$ cat config.mk
export PLATFORM = sky130hd
export DESIGN_NAME = controle_multiciclo
export DESIGN_NICKNAME = d
export VERILOG_FILES = /design/src/rtl/controle_pkg.sv /design/src/rtl/controle_ula.sv /design/src/rtl/controle_multiciclo.sv
export SDC_FILE = /design/constraint.sdc
export NUM_CORES = 1
export LEC_CHECK = 0
export CAP_MARGIN = 5
export CORE_MARGIN = 5
export CORE_UTILIZATION = 32
export DETAILED_ROUTE_END_ITERATION = 16
export PLACE_DENSITY_LB_ADDON = 0.3
export SYNTH_ARGS = -nofsm -noshare
export SYNTH_HDL_FRONTEND = slang
export SYNTH_SLANG_ARGS = --single-unit
$ cat constraint.sdc
create_clock -name clk -period 1.7 [get_ports clk]
set_clock_uncertainty 0.05 [all_clocks]
set_input_delay 0.17 -clock clk [delete_from_list [all_inputs] [get_ports clk]]
set_output_delay 0.17 -clock clk [all_outputs]
set_load 0.03 [all_outputs]
$ cat src/rtl/controle_pkg.sv
// Shared encodings for the multicycle RV32I control unit: ula opcodes,
// RV32I major opcodes, FSM states and datapath mux select codes.
package controle_pkg;

  // ula operation codes (must match the ula encoding bit for bit)
  localparam logic [3:0] ALU_ADD  = 4'b0000;
  localparam logic [3:0] ALU_SUB  = 4'b0001;
  localparam logic [3:0] ALU_AND  = 4'b0010;
  localparam logic [3:0] ALU_OR   = 4'b0011;
  localparam logic [3:0] ALU_XOR  = 4'b0100;
  localparam logic [3:0] ALU_SLL  = 4'b0101;
  localparam logic [3:0] ALU_SRL  = 4'b0110;
  localparam logic [3:0] ALU_SRA  = 4'b0111;
  localparam logic [3:0] ALU_SLT  = 4'b1000;
  localparam logic [3:0] ALU_SLTU = 4'b1001;

  // RV32I major opcodes
  localparam logic [6:0] OP_LUI    = 7'b0110111;
  localparam logic [6:0] OP_AUIPC  = 7'b0010111;
  localparam logic [6:0] OP_JAL    = 7'b1101111;
  localparam logic [6:0] OP_JALR   = 7'b1100111;
  localparam logic [6:0] OP_BRANCH = 7'b1100011;
  localparam logic [6:0] OP_LOAD   = 7'b0000011;
  localparam logic [6:0] OP_STORE  = 7'b0100011;
  localparam logic [6:0] OP_IMM    = 7'b0010011;
  localparam logic [6:0] OP_REG    = 7'b0110011;

  // FSM states
  typedef enum logic [2:0] {
    ST_FETCH  = 3'd0,
    ST_DECODE = 3'd1,
    ST_EXEC   = 3'd2,
    ST_MEM    = 3'd3,
    ST_WB     = 3'd4,
    ST_TRAP   = 3'd5
  } state_t;

  // ula A operand select
  localparam logic [1:0] SRC_A_RS1   = 2'd0;
  localparam logic [1:0] SRC_A_PC    = 2'd1;
  localparam logic [1:0] SRC_A_ZERO  = 2'd2;
  localparam logic [1:0] SRC_A_OLDPC = 2'd3;

  // ula B operand select
  localparam logic [1:0] SRC_B_RS2  = 2'd0;
  localparam logic [1:0] SRC_B_IMM  = 2'd1;
  localparam logic [1:0] SRC_B_FOUR = 2'd2;

  // PC source select
  localparam logic [1:0] PC_SRC_ALU    = 2'd0;
  localparam logic [1:0] PC_SRC_ALUOUT = 2'd1;
  localparam logic [1:0] PC_SRC_ALIGN  = 2'd2;

  // Writeback source select
  localparam logic [1:0] WB_ALUOUT = 2'd0;
  localparam logic [1:0] WB_MDR    = 2'd1;
  localparam logic [1:0] WB_PC4    = 2'd2;

  // Branch condition from funct3 and the ula comparison flags
  function automatic logic branch_taken(input logic [2:0] f3,
                                        input logic       z,
                                        input logic       lt,
                                        input logic       ltu);
    logic t;
    t = 1'b0;
    case (f3)
      3'b000:  t = z;
      3'b001:  t = !z;
      3'b100:  t = lt;
      3'b101:  t = !lt;
      3'b110:  t = ltu;
      3'b111:  t = !ltu;
      default: t = 1'b0;
    endcase
    return t;
  endfunction

endpackage

$ cat src/rtl/controle_ula.sv
// Combinational instruction decode: opcode/funct3/funct7 to ula opcode,
// plus a flag for any encoding the control unit does not implement.
module controle_ula
  import controle_pkg::*;
#(
  parameter bit CHECK_FUNCT7 = 1'b1
) (
  input  logic [6:0] i_opcode,
  input  logic [2:0] i_funct3,
  input  logic [6:0] i_funct7,
  output logic [3:0] o_alu_op,
  output logic       o_illegal
);

  logic w_f7_zero;
  logic w_f7_alt;

  assign w_f7_zero = (i_funct7 == 7'b0000000);
  assign w_f7_alt  = (i_funct7 == 7'b0100000);

  // Per-class operation select and legality check
  always_comb begin
    o_alu_op  = ALU_ADD;
    o_illegal = 1'b0;
    case (i_opcode)
      OP_REG: begin
        case (i_funct3)
          3'b000: o_alu_op = i_funct7[5] ? ALU_SUB : ALU_ADD;
          3'b001: o_alu_op = ALU_SLL;
          3'b010: o_alu_op = ALU_SLT;
          3'b011: o_alu_op = ALU_SLTU;
          3'b100: o_alu_op = ALU_XOR;
          3'b101: o_alu_op = i_funct7[5] ? ALU_SRA : ALU_SRL;
          3'b110: o_alu_op = ALU_OR;
          default: o_alu_op = ALU_AND;
        endcase
        if (CHECK_FUNCT7) begin
          // 0100000 is only meaningful for SUB and SRA
          if (!(w_f7_zero ||
                (w_f7_alt && (i_funct3 == 3'b000 || i_funct3 == 3'b101))))
            o_illegal = 1'b1;
        end
      end
      OP_IMM: begin
        case (i_funct3)
          3'b000: o_alu_op = ALU_ADD;
          3'b001: begin
            o_alu_op = ALU_SLL;
            if (CHECK_FUNCT7 && !w_f7_zero) o_illegal = 1'b1;
          end
          3'b010: o_alu_op = ALU_SLT;
          3'b011: o_alu_op = ALU_SLTU;
          3'b100: o_alu_op = ALU_XOR;
          3'b101: begin
            o_alu_op = i_funct7[5] ? ALU_SRA : ALU_SRL;
            if (CHECK_FUNCT7 && !(w_f7_zero || w_f7_alt)) o_illegal = 1'b1;
          end
          3'b110: o_alu_op = ALU_OR;
          default: o_alu_op = ALU_AND;
        endcase
      end
      OP_LUI, OP_AUIPC, OP_JAL: o_alu_op = ALU_ADD;
      OP_JALR: begin
        o_alu_op = ALU_ADD;
        if (i_funct3 != 3'b000) o_illegal = 1'b1;
      end
      OP_LOAD: begin
        o_alu_op = ALU_ADD;
        if (i_funct3 == 3'b011 || i_funct3 == 3'b110 || i_funct3 == 3'b111)
          o_illegal = 1'b1;
      end
      OP_STORE: begin
        o_alu_op = ALU_ADD;
        if (i_funct3 > 3'b010) o_illegal = 1'b1;
      end
      OP_BRANCH: begin
        o_alu_op = ALU_SUB;
        if (i_funct3 == 3'b010 || i_funct3 == 3'b011) o_illegal = 1'b1;
      end
      default: o_illegal = 1'b1;
    endcase
  end

endmodule

$ cat src/rtl/controle_multiciclo.sv
// Multicycle RV32I control unit. Sequences FETCH/DECODE/EXEC/MEM/WB and
// drives the ula opcode plus all datapath selects and strobes. Outputs are
// combinational from state, instr, ula flags and mem_ready.
module controle_multiciclo
  import controle_pkg::*;
#(
  parameter logic [2:0] RESET_STATE  = 3'd0,
  parameter bit         CHECK_FUNCT7 = 1'b1
) (
  input  logic        clk,
  input  logic        reset,
  input  logic [31:0] instr,
  input  logic        zero,
  input  logic        less,
  input  logic        less_unsigned,
  input  logic        mem_ready,
  output logic [3:0]  ALU_operacao,
  output logic [1:0]  alu_src_a,
  output logic [1:0]  alu_src_b,
  output logic        pc_write,
  output logic [1:0]  pc_src,
  output logic        ir_write,
  output logic        mem_read,
  output logic        mem_write,
  output logic        iord,
  output logic        reg_write,
  output logic [1:0]  wb_sel,
  output logic        illegal
);

  state_t     r_state;
  state_t     w_next;
  logic       r_illegal;
  logic [6:0] w_opcode;
  logic [2:0] w_funct3;
  logic [6:0] w_funct7;
  logic [3:0] w_dec_op;
  logic       w_dec_illegal;
  logic       w_is_load;
  logic       w_unused_instr;

  assign w_opcode       = instr[6:0];
  assign w_funct3       = instr[14:12];
  assign w_funct7       = instr[31:25];
  assign w_is_load      = (w_opcode == OP_LOAD);
  assign w_unused_instr = ^{instr[24:15], instr[11:7]};

  controle_ula #(
    .CHECK_FUNCT7(CHECK_FUNCT7)
  ) u_ula_dec (
    .i_opcode (w_opcode),
    .i_funct3 (w_funct3),
    .i_funct7 (w_funct7),
    .o_alu_op (w_dec_op),
    .o_illegal(w_dec_illegal)
  );

  // State register
  always_ff @(posedge clk) begin
    if (reset) r_state <= state_t'(RESET_STATE);
    else       r_state <= w_next;
  end

  // Sticky illegal flag, set on the DECODE -> TRAP transition
  always_ff @(posedge clk) begin
    if (reset)                                          r_illegal <= 1'b0;
    else if (r_state == ST_DECODE && w_dec_illegal)     r_illegal <= 1'b1;
    else if (r_state == ST_TRAP)                        r_illegal <= 1'b1;
  end

  assign illegal = r_illegal;

  // Next-state and datapath control
  always_comb begin
    w_next       = r_state;
    ALU_operacao = ALU_ADD;
    alu_src_a    = SRC_A_RS1;
    alu_src_b    = SRC_B_RS2;
    pc_write     = 1'b0;
    pc_src       = PC_SRC_ALU;
    ir_write     = 1'b0;
    mem_read     = 1'b0;
    mem_write    = 1'b0;
    iord         = 1'b0;
    reg_write    = 1'b0;
    wb_sel       = WB_ALUOUT;
    case (r_state)
      ST_FETCH: begin
        mem_read  = 1'b1;
        alu_src_a = SRC_A_PC;
        alu_src_b = SRC_B_FOUR;
        if (mem_ready) begin
          ir_write = 1'b1;
          pc_write = 1'b1;
          w_next   = ST_DECODE;
        end
      end
      ST_DECODE: begin
        alu_src_a = SRC_A_OLDPC;
        alu_src_b = SRC_B_IMM;
        w_next    = w_dec_illegal ? ST_TRAP : ST_EXEC;
      end
      ST_EXEC: begin
        ALU_operacao = w_dec_op;
        case (w_opcode)
          OP_REG: w_next = ST_WB;
          OP_IMM: begin
            alu_src_b = SRC_B_IMM;
            w_next    = ST_WB;
          end
          OP_LUI: begin
            alu_src_a = SRC_A_ZERO;
            alu_src_b = SRC_B_IMM;
            w_next    = ST_WB;
          end
          OP_AUIPC: begin
            alu_src_a = SRC_A_OLDPC;
            alu_src_b = SRC_B_IMM;
            w_next    = ST_WB;
          end
          OP_LOAD, OP_STORE: begin
            alu_src_b = SRC_B_IMM;
            w_next    = ST_MEM;
          end
          OP_BRANCH: begin
            if (branch_taken(w_funct3, zero, less, less_unsigned)) begin
              pc_write = 1'b1;
              pc_src   = PC_SRC_ALUOUT;
            end
            w_next = ST_FETCH;
          end
          OP_JAL: begin
            pc_write  = 1'b1;
            pc_src    = PC_SRC_ALUOUT;
            reg_write = 1'b1;
            wb_sel    = WB_PC4;
            w_next    = ST_FETCH;
          end
          OP_JALR: begin
            alu_src_b = SRC_B_IMM;
            pc_write  = 1'b1;
            pc_src    = PC_SRC_ALIGN;
            reg_write = 1'b1;
            wb_sel    = WB_PC4;
            w_next    = ST_FETCH;
          end
          default: w_next = ST_TRAP;
        endcase
      end
      ST_MEM: begin
        iord = 1'b1;
        if (w_is_load) mem_read  = 1'b1;
        else           mem_write = 1'b1;
        if (mem_ready) w_next = w_is_load ? ST_WB : ST_FETCH;
      end
      ST_WB: begin
        reg_write = 1'b1;
        wb_sel    = w_is_load ? WB_MDR : WB_ALUOUT;
        w_next    = ST_FETCH;
      end
      ST_TRAP: w_next = ST_TRAP;
      default: w_next = ST_FETCH;
    endcase
    // Reset silences every strobe and select in the same cycle
    if (reset) begin
      ALU_operacao = ALU_ADD;
      alu_src_a    = '0;
      alu_src_b    = '0;
      pc_write     = 1'b0;
      pc_src       = '0;
      ir_write     = 1'b0;
      mem_read     = 1'b0;
      mem_write    = 1'b0;
      iord         = 1'b0;
      reg_write    = 1'b0;
      wb_sel       = '0;
    end
  end

endmodule

Word-level counts from Yosys, hierarchy flattened:

Index checks and enable logic that the tools add are counted.

* register bits after elaboration: 4
* input port bits: 38
* output and inout port bits: 19
* logic and storage cells: 109

* order comparisons: 1
* equality and inequality tests: 24
* multiplexer cells: 59
* reductions and logical operators: 23

Operators with widths (number)
* one-hot mux 4 bit (7 select lines): 2
* 2-to-1 mux 1 bit: 30
* equality test 7 x 6 -> 1 bit, second input constant: 4
* equality test 7 bit, second input constant: 3
* equality test 3 bit, second input constant: 6
* one-hot mux 2 bit (3 select lines): 3
* one-hot mux 3 bit (5 select lines): 1
* equality test 7 x 5 -> 1 bit, second input constant: 2
* equality test 3 x 2 -> 1 bit, second input constant: 4
* 2-to-1 mux 2 bit: 6
* 2-to-1 mux 3 bit: 4
* one-hot mux 4 bit (3 select lines): 1
* one-hot mux 1 bit (2 select lines): 5
* one-hot mux 3 bit (3 select lines): 1
* 2-to-1 mux 4 bit: 2
* one-hot mux 2 bit (2 select lines): 2
* equality test 7 x 2 -> 1 bit, second input constant: 1
* zero test 7 bit: 1
* one-hot mux 1 bit (7 select lines): 1
* equality test 3 x 1 -> 1 bit, second input constant: 2
* zero test 3 bit: 2
* logical OR 1 bit: 6
* one-hot mux 1 bit (6 select lines): 1
* OR reduction 3 bit: 2
* other kinds (10): 15

Logic depth before layout (Yosys ltp):

Gate-level depths: netlist of the first run.

* depth in word-level cells: 8
* gate-level depth with buffers: 6
* mapped depth without buffers: 5

Modules after synthesis:

A second synthesis of the first run with hierarchy kept.

* cell total of the unflattened synthesis: 123
* area total of the unflattened synthesis: 855.8 um2

By module, submodules not included
* controle_multiciclo: times used 1, cells an instance 84, area each 613.1 um2, seq. area each 80.1 um2
* controle_ula: times used 1, cells an instance 39, area each 242.7 um2, seq. area each 0.0 um2

Worst setup path before layout of the first run:

OpenSTA, ideal clock, no wires.

* path kind: register -> output
* start: register r_state[0]
* end: output ir_write
* arrival time: 2.045 ns
* data required time: 1.480 ns
* slack: -0.565 ns
* cell stages (with the launch flop): 4
* path buffers: 1
* cell sequence: dfxtp_1 > clkbuf_1 > nor4_1 > and2_1

* cells in the longest elaborated chain, start to end: 3

RTL lines
* start: declaration: RTL line controle_multiciclo.sv:31 `state_t r_state;`
* start signal: assignment: RTL line controle_multiciclo.sv:60 `if (reset) r_state <= state_t'(RESET_STATE);`
* start signal: assignment: RTL line controle_multiciclo.sv:61 `else r_state <= w_next;`
* zero test 3 bit: RTL line controle_multiciclo.sv:87 `case (r_state)`
* 2-to-1 mux 1 bit: RTL line controle_multiciclo.sv:87
* 2-to-1 mux 1 bit: RTL line controle_multiciclo.sv:165 `if (reset) begin`
* end: declaration: RTL line controle_multiciclo.sv:22 `output logic ir_write,`

Every way passes these cells.

Worst setup path in the final report of the first run:

* start: input instr[4]
* end: output reg_write

* cells in the longest elaborated chain, start to end: 5
* elaborated cells between the ends (all ways): 6
* classes of those cells: eq/ne: 2; mux: 3; reduce/logical: 1

RTL lines
* start: declaration: RTL line controle_multiciclo.sv:12 `input logic [31:0] instr,`
* equality test 7 bit: RTL line controle_multiciclo.sv:105 `case (w_opcode)`
* OR reduction 2 bit (no line) *
* 2-to-1 mux 1 bit *: RTL line controle_multiciclo.sv:105
* one-hot mux 1 bit (2 select lines) *: RTL line controle_multiciclo.sv:87
* 2-to-1 mux 1 bit *: RTL line controle_multiciclo.sv:165
* end: declaration: RTL line controle_multiciclo.sv:26 `output logic reg_write,`

Every way passes the cells marked *; elsewhere a longest branch is shown, timed or not.

==> results of run 1 <==
-- timing repair --
| item | CTS | global route |
|---|---|---|
| endpoints found under the setup margin | 20 | 14 |
| pin swaps | 15 | 12 |
| hold buffers | 0 | 0 |
| buffers inserted | 5 | 1 |
| resized for setup | 49 | 27 |
-- worst paths after layout --
kind / to / depth (start not counted)
setup / recovery: reg_write / 6
hold / removal: r_state[1]$_SDFFE_PP0P_ / 4
setup reg to reg: r_state[0]$_SDFFE_PP0P_ / 6
hold reg to reg: illegal$_SDFFE_PP0P_ / 2
-- synthesized netlist by cell type (4+ instances only) --
cell,instances,area (um^2)
a21oi_1,7,35.0
nor2_1,16,60.1
clkbuf_1,8,30.0
o21ai_0,4,20.0
a31oi_1,6,37.5
nand3_1,4,20.0
nor2b_1,7,43.8
dfxtp_1,4,80.1
nand2b_1,4,25.0
nand2_1,8,30.0
nor3_1,11,55.1
-- routing by layer --
layer / wire length [um] / vias to the layer above / global-route usage
li1: - / 635 / -
met1: 1410 / 579 / 0.225
met2: 1790 / 49 / 0.369
met3: 231 / 6 / 0.0189
met4: 74 / 0 / 0.0526
met5: 0 / - / 0
-- power by group through the flow --
stage	registers (uW)	logic, uW	clock network [uW]
CTS	116	374	120
global placement	114	348	0
floorplan	115	172	0
detailed placement	114	354	0
global route	118	415	133
finish	116	387	116
-- tightest hold or removal path, cell delays in order --
cell     delay [ns]
buf_8          0.08
buf_4          0.14
o41ai_1        0.09
a32o_1         0.21
-- per-stage QoR --
| step | setup slack (ns) | cells | hold slack, ns | total power (uW) |
|---|---|---|---|---|
| after floorplan | -0.201 | 127 | 0.372 | 287 |
| after global placement | -0.571 | 227 | 0.481 | 462 |
| after detailed placement | -0.592 | 227 | 0.494 | 468 |
| after CTS | 0.00200 | 234 | 0.451 | 610 |
| after global routing | -0.0323 | 235 | 0.459 | 666 |
| final | 0.0225 | 235 | 0.444 | 619 |
-- state kept, by name, summed over array words and instances, names as in the netlist --
| name | count |
|---|---|
| r_state | 3 |
| illegal | 1 |
-- area by class of cell --
| class | count | area, um^2 |
|---|---|---|
| clock buffers | 3 | 22.5 |
| fillers | 220 | 796 |
| inverters | 4 | 17.5 |
| multi-input cells | 109 | 847 |
| flip-flops and latches | 4 | 88.8 |
| well taps | 30 | 37.5 |
| repair buffers | 85 | 691 |
-- cells by family (layout without fill, tap and decap cells) --
kind of cell	count (synthesis)	count (layout)	share of synthesized area
simple gates	69	69	0.487
xor+xnor	3	3	0.0313
mux	2	2	0.0253
flops	4	4	0.0954
buf+inv	14	92	0.0715
compound gates	35	35	0.289
==> flow_summary_export.csv, run 1 <==
group,metric,value,unit
status,outcome,"finished clean",
cells_and_area,drive_gt1_frac,0.507,
global_routing,antenna_found_initial,0,
yosys,yosysSeqAreaShare,0.0954,
placement,placed_area,1530,um^2
global_routing,grt_pass1_wl,5620,um
floorplanning,core_region_area,2500,um^2
cts,cts-htree-levels,1,
global_routing,grt_pass1_vias,1317,
cells_and_area,fin_nets,245,
pwr,leakagePower,0.000721,uW
cells_and_area,layout_common_cells,"buf_4, nor2_1, clkdlybuf4s50_1",
worst_setup_path,worstPathArrival,1.46,ns
sta,finalSetupViolations,0,
placement,post-dp-hpwl,2710,um
yosys,synth-edff-count,0,
sta,rsz0062_at_grt,"yes",
pwr,peakVddDrop,307,uV
floorplanning,die_area,3750,um^2
placement,place.port_buffers,41,
cts,cts_buffer_depth,2,
yosys,synth_area,840,um^2
drt,wl,3520,um
sta,relSlewSlack,0.641,
global_routing,track_usage,0.193,
cts,tritoncts,"done",
floorplanning,die-height,61.2,um
floorplanning,die_x,61.2,um
drt,drc_errors,0,
yosys,synth_top_flop_cell,"dfxtp_1",
cells_and_area,postLayoutCoreUtil,0.682,
worst_setup_path,path_max_fanout,4,
pwr,intPower,376,uW
sta,finalSetupTns,0,ns
yosys,synth_seq_cells,4,
cells_and_area,final_common_cell,"buf_4",
min_path,hold_path_class,"input pin to register",
placement,place_congestion,0.884,
cts,cts-root-buf,"clkbuf_4",
pwr,sw_frac_of_total,0.393,
drt,dr.pass1.iters,4,
floorplanning,io_pins,57,
sta,max_slew.worst_pin.slew,0.537,ns
pwr,p_per_area,363,nW/um^2
worst_setup_path,crit_path_end_kind,"output port",
cts,cts.sinks,4,
yosys,ys_types,47,
worst_setup_path,r2r_slack,0.05,ns
worst_setup_path,cp_num_buf_inv,2,
worst_setup_path,cp_slowest_stage_delay,0.40,ns
yosys,synth.avg_cell_area,6.61,um^2
global_routing,grt_start_max_net_pins,10,
sta,fmax,596,MHz
worst_setup_path,path_cells,"buf_8 > and3b_2 > nand4_1 > or3_1 > a211oi_2 > buf_4",
drt,wl_per_cell,15.0,um
cts,cts_buffers,3,
pwr,netSwitchingPower,243,uW
sta,slew_viol_final,0,
worst_setup_path,cp-start-kind,"input pin",
pwr,pwr-share-clk,0.187,
drt,drt_iter0_drc,30,
cells_and_area,final_area,1700,um^2
yosys,syn_nets,165,
worst_setup_path,critical_path.startpoint,"instr[4]",
cts,path_clk_slew,0.04,ns
cells_and_area,syn_to_final_growth,103,%
sta,hold_violations,0,
global_routing,grt.overflow.total,0,
drt,vias_per_cell,5.40,
floorplanning,placementRows,18,
cells_and_area,diodes,0,
flow_run,drv_cap,0,
cts,clock_latency,0.24,ns
sta,finalCriticalPeriod,1.68,ns
worst_setup_path,critPathKind,"input pin to output port",
yosys,yosysWarnings,0,
worst_setup_path,crit_family,"simple AND/OR/NAND/NOR gates",
pwr,combPwrFrac,0.625,
drt,vias,1269,
worst_setup_path,r2r-start,"r_state[1]$_SDFFE_PP0P_",
worst_setup_path,required,1.48,ns
floorplanning,start_util,0.336,
min_path,worstHoldStart,"instr[4]",
yosys,async_flop_share,0,
drt,final_antenna_net_count,0,
pwr,p_seq_frac,0.188,
worst_setup_path,slowest_stage,"or3_1",
sta,min_period_over_period,0.987,
yosys,synth_cells,127,
Note: power is estimated with default switching activity, not from simulation.
==> run 2: changes to the inputs <==
Settings changed: ABC_AREA set to 1.
==> flow_summary_export.csv, run 2 <==
group,metric,value,unit
status,outcome,"finished clean",
sta,finalSetupTns,0,ns
global_routing,track_usage,0.159,
yosys,synth_top_flop_cell,"dfxtp_1",
cts,path_clk_slew,0.04,ns
floorplanning,die_x,61.7,um
drt,wl,2920,um
placement,place_congestion,0.983,
cells_and_area,diodes,0,
sta,rsz0062_at_grt,"yes",
drt,vias,1301,
sta,fmax,611,MHz
min_path,hold_path_depth,5,
sta,hold_violations,0,
worst_setup_path,reg2reg_to,"r_state[0]$_SDFFE_PP0P_",
drt,final_antenna_net_count,0,
cells_and_area,regMostFlops,"r_state",
min_path,min_to,"illegal$_SDFFE_PP0P_",
global_routing,antenna_found_initial,0,
cells_and_area,multi_input_area,707,um^2
yosys,synth_seq_cells,4,
yosys,syn_nets,200,
placement,place.port_buffers,41,
cts,cts-htree-levels,1,
cells_and_area,final_area,1540,um^2
worst_setup_path,cp-start-kind,"register",
sta,finalSetupViolations,0,
cells_and_area,final_common_cell,"buf_4",
cells_and_area,layout_common_cells,"buf_4, nor2_1, nand2_1",
cts,cts_buffer_depth,2,
floorplanning,io_pins,57,
yosys,synth.most_common_cell,"nand2_1",
floorplanning,placementRows,18,
sta,min_period_over_period,0.963,
worst_setup_path,crit_path_end_kind,"output port",
yosys,yosysTopAreaCell,"nand2_1",
pwr,leakagePower,0.000808,uW
cts,cts.sinks,4,
worst_setup_path,required,1.48,ns
yosys,synthTopCellsByCount,"nand2_1, nor2_1, inv_1",
min_path,worstHoldStart,"reset",
cts,clock_latency,0.23,ns
floorplanning,die-height,61.7,um
placement,placed_area,1450,um^2
drt,drt_iter0_drc,31,
worst_setup_path,reg2reg_depth,10,
drt,wl_per_cell,11.0,um
worst_setup_path,critPathKind,"register to output port",
drt,vias_per_cell,4.89,
yosys,synthTopCellsByArea,"nand2_1, nor2_1, dfxtp_1",
placement,post-dp-hpwl,2400,um
cts,holdBufCountCts,0,
floorplanning,die_area,3810,um^2
sta,finalCriticalPeriod,1.64,ns
yosys,synth-edff-count,0,
worst_setup_path,path_max_fanout,5,
global_routing,grt_pass1_wl,4770,um
cells_and_area,largest_reg_flops,3,
drt,drc_errors,0,
worst_setup_path,worstPathArrival,1.42,ns
yosys,ys_types,27,
yosys,synth.avg_cell_area,5.28,um^2
sta,relSlewSlack,0.796,
drt,dr.pass1.iters,4,
sta,slew_viol_final,0,
floorplanning,core_region_area,2520,um^2
worst_setup_path,critical_path.startpoint,"r_state[0]$_SDFFE_PP0P_",
yosys,yosysSeqAreaShare,0.0936,
cells_and_area,drive_gt1_frac,0.411,
cells_and_area,register_area,82.6,um^2
global_routing,grt_pass1_vias,1179,
min_path,hold_path_class,"input pin to register",
cells_and_area,syn_to_final_growth,79.4,%
worst_setup_path,r2r-start,"r_state[2]$_SDFFE_PP0P_",
flow_run,drv_cap,0,
yosys,synth_area,856,um^2
cts,tritoncts,"done",
yosys,synth_cells,162,
global_routing,grt_start_max_net_pins,10,
cts,cts-root-buf,"clkbuf_4",
cells_and_area,postLayoutCoreUtil,0.609,
pwr,peakVddDrop,435,uV
cells_and_area,fillers,253,
yosys,yosys.area.top_type_share,0.158,
yosys,async_flop_share,0,
cells_and_area,fin_nets,276,
sta,max_slew.worst_pin.slew,0.305,ns
worst_setup_path,r2r_slack,0.34,ns
pwr,p_per_area,365,nW/um^2
yosys,yosysWarnings,0,
cts,cts_buffers,3,
floorplanning,start_util,0.339,
global_routing,grt.overflow.total,0,
## run 2: cell count changes after synthesis, sizes merged, moves of 3 or more
cell     change
nor3b        -3
nor2        +20
clkbuf       -8
nor4         -3
nand2b       -4
nand3       +12
inv         +21
nor2b        -7
nand2       +34
a31oi        -3
a2111oi      -3
## run 2: logic make-up (layout without fill, tap and decap cells)
family / after synthesis / after routing / share of synthesized area
DFF: 4 / 4 / 0.0936
and+or+nand+nor: 109 / 109 / 0.608
buffers and inverters: 27 / 101 / 0.129
AOI/OAI and AO/OA: 22 / 22 / 0.170
## run 2: final cells by class
type | instances | share of cell area
multi-input cells | 131 | 0.460
repair buffers | 73 | 0.384
inverters | 25 | 0.0628
flip-flops and latches | 4 | 0.0538
well taps | 30 | 0.0244
clock buffers | 3 | 0.0147
## run 2: stage by stage
step | instances | setup WS, ns | hold WS (ns) | power [uW]
final | 266 | 0.0627 | 0.341 | 560
after global placement | 258 | -0.192 | 0.464 | 426
after floorplan | 162 | 0.00735 | 0.323 | 283
after global routing | 266 | -0.0526 | 0.352 | 604
after CTS | 264 | 0.0236 | 0.496 | 554
after detailed placement | 258 | -0.202 | 0.482 | 431
## run 2: metal layers
layer,wire length [um],vias to the layer above,global-route usage,part of all wire
met5,0,-,0,0
met4,18,0,0.0182,0.0062
met3,275,4,0.0310,0.094
met2,1400,54,0.290,0.48
met1,1220,566,0.200,0.42
li1,-,677,-,-
## run 2: report_power, final
| part | internal, uW | total (uW) | switching, uW |
|---|---|---|---|
| registers | 103 | 111 | 7.22 |
| clock network | 78.7 | 114 | 35.2 |
| logic | 150 | 336 | 186 |
## run 2: how the worst max path moves through the flow
stage / end / slack [ns] / cells past startpoint
after floorplan: ALU_operacao[1] / 0.007 / 5
after global placement: pc_write / -0.19 / 10
after detailed placement: pc_write / -0.20 / 10
after CTS: pc_write / 0.02 / 11
after global routing: alu_src_b[0] / -0.05 / 7
final: alu_src_a[0] / 0.06 / 5
## run 2: critical path: stages, from the launching register on
cell and delay, ns:
dfxtp_1 0.36, inv_2 0.07, nor2_1 0.22, nand2_2 0.14
a31oi_2 0.21, buf_4 0.18
## run 2: timing repair
| action | 4_1_cts | 5_1_grt |
|---|---|---|
| pin swaps | 7 | 7 |
| setup endpoints to repair | 12 | 8 |
| resized for setup | 19 | 27 |
| buffers inserted | 3 | 2 |
==> run 3: changes to the inputs <==
--- a/constraint.sdc
+++ b/constraint.sdc
@@ -4,2 +4,2 @@
 set_output_delay 0.17 -clock clk [all_outputs]
-set_load 0.03 [all_outputs]
+set_load 0.005 [all_outputs]
==> flow_summary_export.csv, run 3 (synthesis gave the netlist of run 2 again) <==
group,metric,value,unit
status,outcome,"finished clean",
cts,cts_buffers,3,
cells_and_area,fillers,220,
pwr,finalPower,581,uW
worst_setup_path,crit_path_end_kind,"output port",
worst_setup_path,cp-start-kind,"register",
sta,min_period_over_period,1.00,
pwr,peakVddDrop,227,uV
cells_and_area,largest_reg_flops,3,
global_routing,grt.overflow.total,0,
pwr,sw_frac_of_total,0.391,
sta,fmax,588,MHz
drt,met3_length,230,um
cts,cts-root-buf,"clkbuf_4",
worst_setup_path,slowest_stage,"dfxtp_1",
placement,pre_cts_slack,-0.594,ns
cells_and_area,syn_to_final_growth,104,%
drt,wl_met1,1450,um
sta,slew_viol_final,0,
worst_setup_path,cp_num_buf_inv,2,
floorplanning,placementRows,18,
cts,cts-htree-levels,1,
drt,drt_iter0_drc,27,
sta,finalCriticalPeriod,1.70,ns
floorplanning,die-height,61.7,um
cells_and_area,fin_nets,298,
cells_and_area,final_common_cell,"buf_4",
cells_and_area,diodes,0,
cts,cts_buffer_depth,2,
worst_setup_path,path_cells,"buf_4 > nor2_2 > nand2_2 > o22ai_1 > o21a_1 > clkdlybuf4s15_2",
pwr,p_seq_frac,0.186,
sta,final.setup.worst_slack,0.000186,ns
placement,place.port_buffers,41,
cells_and_area,multi_input_area,756,um^2
min_path,hold_path_class,"input pin to register",
cts,cts.sinks,4,
worst_setup_path,worstPathArrival,1.48,ns
placement,post-dp-hpwl,2690,um
worst_setup_path,required,1.48,ns
floorplanning,core_region_area,2520,um^2
placement,place_congestion,0.966,
global_routing,grt_pass1_wl,5310,um
floorplanning,die_x,61.7,um
worst_setup_path,cp_slowest_stage_delay,0.32,ns
cts,path_clk_slew,0.05,ns
worst_setup_path,crit_family,"compound AO/OA/AOI/OAI gates",
floorplanning,io_pins,57,
global_routing,antenna_found_initial,0,
flow_run,drv_cap,0,
sta,rsz0062_at_grt,"yes",
drt,wl_per_cell,12.2,um
pwr,netSwitchingPower,227,uW
cts,tritoncts,"done",
sta,hold_slack,0.329,ns
pwr,combPwrFrac,0.574,
pwr,intPower,354,uW
drt,top_layer_used,"met4",
pwr,p_per_area,332,nW/um^2
global_routing,grt_start_max_net_pins,10,
drt,dr.pass1.iters,4,
pwr,leakagePower,0.000927,uW
drt,final_antenna_net_count,0,
sta,max_slew.worst_pin.slew,0.261,ns
floorplanning,die_area,3810,um^2
drt,wl,3520,um
cells_and_area,drive_gt1_frac,0.438,
drt,vias_per_cell,4.90,
floorplanning,start_util,0.339,
sta,hold_violations,0,
sta,finalSetupViolations,0,
cells_and_area,layout_common_cells,"buf_4, nand2_1, nor2_1",
global_routing,track_usage,0.183,
worst_setup_path,path_max_fanout,5,
drt,vias,1411,
drt,dr_wl_met2,1750,um
pwr,pwr-share-clk,0.240,
cts,clock_latency,0.26,ns
cts,holdBufCountCts,0,
drt,drc_errors,0,
global_routing,grt_pass1_vias,1320,
worst_setup_path,critPathKind,"register to output port",
cells_and_area,register_area,81.3,um^2
sta,relSlewSlack,0.825,
cells_and_area,regMostFlops,"r_state",
-- run 3: final cells by class --
class | instances | area share
Multi-Input combinational cell | 131 | 0.432
Timing Repair Buffer | 95 | 0.432
Tap cell | 30 | 0.0215
Clock buffer | 3 | 0.0129
Inverter | 25 | 0.0551
Sequential cell | 4 | 0.0465
-- run 3: stage by stage --
step | cells | utilization | area, um^2 | setup TNS, ns
2_1_floorplan | 162 | - | 856 | 0
3_3_place_gp | 272 | 0.637 | 1610 | -6.55
3_5_place_dp | 272 | 0.637 | 1610 | -7.39
4_1_cts | 282 | 0.674 | 1700 | 0
5_1_grt | 288 | 0.693 | 1750 | -0.161
6_report | 288 | 0.693 | 1750 | 0
-- run 3: per-layer routing --
metal,track usage,vias to the layer above
met5,0,-
met1,0.227,636
met4,0.0636,0
met2,0.324,48
li1,-,720
met3,0.0227,7
-- run 3: worst min-delay path, cell delays in order --
cell and delay [ns]:
dlymetal6s2s_1 0.10, inv_1 0.06, buf_4 0.15, nand2_1 0.06
inv_1 0.04
-- run 3: timing repair --
| action | in CTS | in global routing |
|---|---|---|
| pin swaps | 10 | 9 |
| setup endpoints to repair | 19 | 13 |
| resized for setup | 60 | 37 |
| setup buffers | 7 | 6 |
-- run 3: final timing paths --
check | from | to | slack (ns) | cells past startpoint
max | r_state[0]$_SDFFE_PP0P_ | pc_write | 0.0002 | 6
min | reset | illegal$_SDFFE_PP0P_ | 0.33 | 5
max reg2reg | r_state[2]$_SDFFE_PP0P_ | r_state[2]$_SDFFE_PP0P_ | 0.35 | 9
min reg2reg | illegal$_SDFFE_PP0P_ | illegal$_SDFFE_PP0P_ | 0.53 | 3
-- run 3: power by group through the flow --
stage	clock [uW]	combinational, uW	sequential, uW
2_1_floorplan	0	134	109
3_3_place_gp	0	315	108
3_5_place_dp	0	321	109
4_1_cts	126	318	108
5_1_grt	145	367	109
6_report	139	333	108
